[config.mk]
export PLATFORM = sky130hd
export DESIGN_NAME = du_arbiter
export DESIGN_NICKNAME = d
export VERILOG_FILES = /design/src/rtl/du_arbiter.sv
export SDC_FILE = /design/constraint.sdc
export NUM_CORES = 1
export LEC_CHECK = 0
export CAP_MARGIN = 20
export CORE_AREA = 2 2 248 250
export CTS_BUF_LIST = sky130_fd_sc_hd__clkbuf_8 sky130_fd_sc_hd__clkbuf_16
export CTS_CLUSTER_SIZE = 25
export DETAILED_ROUTE_END_ITERATION = 7
export DIE_AREA = 0 0 250 252
export MAX_ROUTING_LAYER = met4
export PLACE_DENSITY = 0.43
export SYNTH_ARGS = -nofsm -noshare
export SYNTH_HDL_FRONTEND = slang
export SYNTH_SLANG_ARGS = --single-unit
export TNS_END_PERCENT = 5
[constraint.sdc]
create_clock -name clk -period 4.7 [get_ports clk]
set_input_delay 0.94 -clock clk [delete_from_list [all_inputs] [get_ports clk]]
set_output_delay 0.94 -clock clk [all_outputs]
set_load 0.02 [all_outputs]
[src/rtl/du_arbiter.sv]
// du_arbiter: round-robin sequencer that shares one du divider among NUM_REQ requesters.
// Optional DU_ARB_DIV0_CHECK_EN: answers divide-by-zero locally without starting du.
module du_arbiter #(
    parameter  int unsigned NUM_REQ   = 4,
    parameter  int unsigned BIT_WIDTH = 32,
    localparam int unsigned IDW       = $clog2(NUM_REQ),
    localparam int unsigned W         = BIT_WIDTH,
    localparam int unsigned DW        = 2 * BIT_WIDTH
) (
    input  logic                  clk,
    input  logic                  rst,
    input  logic [NUM_REQ-1:0]    req_valid,
    output logic [NUM_REQ-1:0]    req_ready,
    input  logic [NUM_REQ*DW-1:0] req_dividend,
    input  logic [NUM_REQ*W-1:0]  req_divisor,
    output logic [NUM_REQ-1:0]    resp_valid,
    input  logic [NUM_REQ-1:0]    resp_ready,
    output logic [W-1:0]          resp_quotient,
    output logic [W-1:0]          resp_remainder,
    output logic [IDW-1:0]        resp_id,
    output logic                  resp_err,
    output logic                  busy,
    output logic                  du_start,
    output logic [DW-1:0]         du_dividend,
    output logic [W-1:0]          du_divisor,
    input  logic [W-1:0]          du_quotient,
    input  logic [W-1:0]          du_remainder,
    input  logic                  du_done
);

    typedef enum logic [1:0] {
        S_IDLE  = 2'd0,
        S_ISSUE = 2'd1,
        S_WAIT  = 2'd2,
        S_RESP  = 2'd3
    } state_t;

    state_t               r_state;
    state_t               w_next;
    logic [IDW-1:0]       r_ptr;
    logic [IDW-1:0]       r_id;
    logic [DW-1:0]        r_dividend;
    logic [W-1:0]         r_divisor;
    logic [W-1:0]         r_quot;
    logic [W-1:0]         r_rem;
    logic                 r_err;
    logic [NUM_REQ-1:0]   r_resp_valid;
    logic                 r_du_start;
    logic                 r_busy;

    logic                 w_any;
    logic [IDW-1:0]       w_grant;
    logic                 w_accept;
    logic                 w_resp_ack;
    logic                 w_div0;
    logic [IDW-1:0]       w_resp_id;
    logic [NUM_REQ-1:0]   w_resp_valid_nxt;
    logic [DW-1:0]        w_sel_dividend;
    logic [W-1:0]         w_sel_divisor;
    logic [DW-1:0]        w_dvd [NUM_REQ];
    logic [W-1:0]         w_dvs [NUM_REQ];

    for (genvar g = 0; g < NUM_REQ; g++) begin : g_unpack
        assign w_dvd[g] = req_dividend[g*DW +: DW];
        assign w_dvs[g] = req_divisor[g*W +: W];
    end

    // First valid requester at or after r_ptr, wrapping around.
    always_comb begin : grant_search
        int unsigned idx;
        w_any   = 1'b0;
        w_grant = '0;
        idx     = 0;
        for (int unsigned k = 0; k < NUM_REQ; k++) begin
            idx = 32'(r_ptr) + k;
            if (idx >= NUM_REQ) begin
                idx = idx - NUM_REQ;
            end
            if (!w_any && req_valid[IDW'(idx)]) begin
                w_any   = 1'b1;
                w_grant = IDW'(idx);
            end
        end
    end

    assign w_sel_dividend = w_dvd[w_grant];
    assign w_sel_divisor  = w_dvs[w_grant];
    assign w_accept       = (r_state == S_IDLE) && w_any;
    assign w_resp_ack     = (r_state == S_RESP) && resp_ready[r_id];
    assign w_resp_id      = (r_state == S_IDLE) ? w_grant : r_id;

`ifdef DU_ARB_DIV0_CHECK_EN
    assign w_div0 = (w_sel_divisor == '0);
`else
    assign w_div0 = 1'b0;
`endif

    always_ff @(posedge clk or negedge rst) begin
        if (!rst) begin
            r_state <= S_IDLE;
        end else begin
            r_state <= w_next;
        end
    end

    always_comb begin
        w_next = r_state;
        case (r_state)
            S_IDLE:  if (w_accept) w_next = w_div0 ? S_RESP : S_ISSUE;
            S_ISSUE: w_next = S_WAIT;
            S_WAIT:  if (du_done) w_next = S_RESP;
            S_RESP:  if (w_resp_ack) w_next = S_IDLE;
            default: w_next = S_IDLE;
        endcase
    end

    always_comb begin
        req_ready = '0;
        if (w_accept) begin
            req_ready[w_grant] = 1'b1;
        end
    end

    always_comb begin
        w_resp_valid_nxt = '0;
        if (w_next == S_RESP) begin
            w_resp_valid_nxt[w_resp_id] = 1'b1;
        end
    end

    // Operand/result capture and registered status outputs, all derived from the next state.
    always_ff @(posedge clk or negedge rst) begin
        if (!rst) begin
            r_ptr        <= '0;
            r_id         <= '0;
            r_dividend   <= '0;
            r_divisor    <= '0;
            r_quot       <= '0;
            r_rem        <= '0;
            r_err        <= 1'b0;
            r_resp_valid <= '0;
            r_du_start   <= 1'b0;
            r_busy       <= 1'b0;
        end else begin
            r_du_start   <= (w_next == S_ISSUE);
            r_busy       <= (w_next != S_IDLE);
            r_resp_valid <= w_resp_valid_nxt;
            if (w_accept) begin
                r_id       <= w_grant;
                r_dividend <= w_sel_dividend;
                r_divisor  <= w_sel_divisor;
            end
            if ((r_state == S_WAIT) && du_done) begin
                r_quot <= du_quotient;
                r_rem  <= du_remainder;
                r_err  <= 1'b0;
            end else if (w_accept && w_div0) begin
                r_quot <= '1;
                r_rem  <= w_sel_dividend[W-1:0];
                r_err  <= 1'b1;
            end
            if (w_resp_ack) begin
                r_ptr <= (r_id == IDW'(NUM_REQ - 1)) ? '0 : r_id + IDW'(1);
            end
        end
    end

    assign resp_valid     = r_resp_valid;
    assign resp_quotient  = r_quot;
    assign resp_remainder = r_rem;
    assign resp_id        = r_id;
    assign resp_err       = r_err;
    assign busy           = r_busy;
    assign du_start       = r_du_start;
    assign du_dividend    = r_dividend;
    assign du_divisor     = r_divisor;

endmodule

==> impl_metrics.env <==
export IMPL_ys_ff_latch=172
export IMPL_fin_tns_setup_ps=0
export IMPL_drt_total_wl_mm=45.26
export IMPL_p_total_mw=10.20
export IMPL_min_period_ps=4152
export IMPL_critPathKind="primary input to output port"
export IMPL_drt_pass1_iterations=4
export IMPL_hp_class="primary input to asynchronous set/reset pin"
export IMPL_syn_avg_cell_area_sq_um=11.26
export IMPL_cts_sinks=172
export IMPL_grt_max_degree=148
export IMPL_yosysMostFrequentCell="dfrtp_1"
export IMPL_track_usage_pct=14.49
export IMPL_dp_hpwl_mm=34.14
export IMPL_setup_violations=0
export IMPL_yosysWarnings=0
export IMPL_cpPeakStageDelay_ps=550
export IMPL_htree_levels=4
export IMPL_hold_ws_ps=473.9
export IMPL_io_pins=632
export IMPL_critPathRequiredTime_ps=3760
export IMPL_cp_startpoint="req_valid[2]"
export IMPL_core_sq_mm=0.06013
export IMPL_async_reset_ff_share_pct=100.0
export IMPL_crit_path_top_delay_cell="clkdlybuf4s50_1"
export IMPL_antenna_found_initial=1
export IMPL_numPortBuffers=630
export IMPL_drcViolationCount=0
export IMPL_synth_commonest_cells="dfrtp_1, mux2i_1, mux2_2"
export IMPL_fill_cells=6402
export IMPL_power_leakage_nw=6.833
export IMPL_clock_fmax_mhz=240.9
export IMPL_ant_nets=0
export IMPL_synth_area_top_cells="dfrtp_1, mux2i_1, mux2_2"
export IMPL_synth_top_cell_area_share_pct=47.60
export IMPL_clockRootBuffer="clkbuf_16"
export IMPL_relSlewSlack_pct=38.16
export IMPL_die_h_um=252
export IMPL_cts_buffers=17
export IMPL_cpMostUsedCell="clkdlybuf4s50_1"
export IMPL_yosysSeqAreaShare_pct=47.60
export IMPL_drv_slew=0
export IMPL_insertion_delay_ps=490
export IMPL_path_delay_family="buffers and inverters"
export IMPL_worst_slew_pin_slew_ps=927.5
export IMPL_final_net_count=1847
export IMPL_synth_area_leader_cell="dfrtp_1"
export IMPL_synth_nets=1263
export IMPL_endpoint_kind="output port"
export IMPL_drv_cap=0
export IMPL_num_vias=9117
export IMPL_ir_drop_uv=267.8
export IMPL_grt_setup_unrepaired="no"
export IMPL_area_growth_pct=85.60
export IMPL_netlist_area_sq_mm=0.009042
export IMPL_globalplace_congestion=0.7894
export IMPL_grt_pass1_wl_mm=65.35
export IMPL_cp_num_buf_inv=3
export IMPL_timing_final_crit_share_pct=88.33
export IMPL_wl_per_cell_um=20.73
export IMPL_synth_cell_type_count=36
export IMPL_drtIter0Drc=491
export IMPL_cp_max_fo=16
export IMPL_fin_skew_ps=21.82
export IMPL_grt_ovfl_total=0
export IMPL_holdBufCountCts=0
export IMPL_timing_rr_start="r_ptr[0]"
export IMPL_cts_tree="done"
export IMPL_ctsResizeCount=0
export IMPL_timing_final_hold_violations=0
export IMPL_clk_pin_slew_ps=70
export IMPL_ys_flop_type="dfrtp_1"
export IMPL_final_layout_size_suffix_gt1_share_pct=11.64
export IMPL_syn_inst=803
export IMPL_synth_edff_count=0
export IMPL_grt_pass1_vias=9919
export IMPL_die_x_um=250
export IMPL_p_per_area_mw_per_mm2=607.6
export IMPL_status="completed"
export IMPL_placedCellCount=2150
export IMPL_rows=90
export IMPL_crit_path_cell_trace="clkdlybuf4s50_1, nor2b_1, nor3b_1, a2bb2oi_4, buf_4, nor2_1, clkdlybuf4s50_1"
export IMPL_start_util_pct=15.04
export IMPL_final_instance_count_excl_fill=2183
export IMPL_post_cts_buffers=0
export IMPL_arrival_ps=3210
export IMPL_clockBufferDepth=2
export IMPL_die_area_sq_mm=0.06300
export IMPL_cp_start_kind="primary input"
export IMPL_viasPerCell=4.176
==> state kept, by name, summed over array words and instances (netlist names) <==
signal and cells:
du_dividend 64, du_divisor 32, resp_quotient 32, resp_remainder 32
resp_valid 4, r_ptr 2, r_state 2, resp_id 2
busy 1, du_start 1
==> area by class of cell <==
cell class	instances	area [sq um]	share of cell area, %
timing repair buffer	648	6495	38.70
multi-input combinational	545	4372	26.05
sequential	172	4304	25.65
tap	782	978.4	5.830
clock buffer	18	439.2	2.617
clock inverter	14	180.2	1.074
inverter	3	11.26	0.06710
antenna	1	2.502	0.01491
==> through the flow <==
step	instance area [sq um]	utilization, %	worst slack [ps]
detailed placement	16160	26.87	528.7
global placement	16160	26.87	519.7
CTS	16780	27.90	503.9
floorplan	9042	-	1406
finish	16780	27.91	548.3
global route	16780	27.91	431.8
==> report_power, final <==
group          leakage, nW  internal [mW]  switching, mW  total, mW
combinational         4.47           2.80           3.16       5.95
clock                0.309          0.864          0.718       1.58
sequential            2.06           2.24          0.423       2.66
==> routing by layer <==
layer | wire, um | up-vias | global-route usage [%] | part of all wire, %
met5 | 0 | - | - | 0
met4 | 1044 | 0 | 4.773 | 2.3
met3 | 3073 | 41 | 4.395 | 6.8
met2 | 23470 | 386 | 25.28 | 52
met1 | 17670 | 4434 | 15.70 | 39
li1 | - | 4256 | - | -
==> worst register-to-register path, stage by stage, from the launching register on <==
cell     delay (ps)
dfrtp_1         450
nor2b_1         100
or4b_2          920
and2_4          450
buf_12          280
mux2i_1         480
o22ai_1         120
==> logic make-up (layout without fill, tap and decap cells) <==
| family | after synthesis | count (layout) | synth area share [%] |
|---|---|---|---|
| AO/OA/AOI/OAI | 251 | 251 | 21.25 |
| adder cells (fa/ha/maj) | 1 | 1 | 0.1383 |
| buffers and inverters | 86 | 683 | 4.580 |
| flip-flops | 172 | 172 | 47.60 |
| multiplexers | 163 | 163 | 19.09 |
| other | 1 | 2 | 0.04147 |
| AND/OR/NAND/NOR | 129 | 129 | 7.292 |
==> cell usage in the layout, fill, tap and decap left out, types with 46 or more instances in the layout <==
| cell type | count |
|---|---|
| dfrtp_1 | 172 |
| o22ai_1 | 59 |
| and3_1 | 51 |
| o221ai_1 | 46 |
| mux2_2 | 66 |
| mux2i_1 | 96 |
| a211oi_1 | 51 |
| o21ai_0 | 51 |
| clkdlybuf4s50_1 | 629 |
| nand2_1 | 52 |
==> final timing paths <==
path,endpoint,slack [ps],cells after the start
max reg2reg,du_divisor[17],1750,6
min,resp_remainder[8],470,1
max,req_ready[2],550,7
max in group asynchronous,du_divisor[4],3230,2
min reg2reg,du_dividend[53],490,2
min in group clk,du_dividend[53],490,2
No activity file was read; power rests on OpenSTA's default activity.
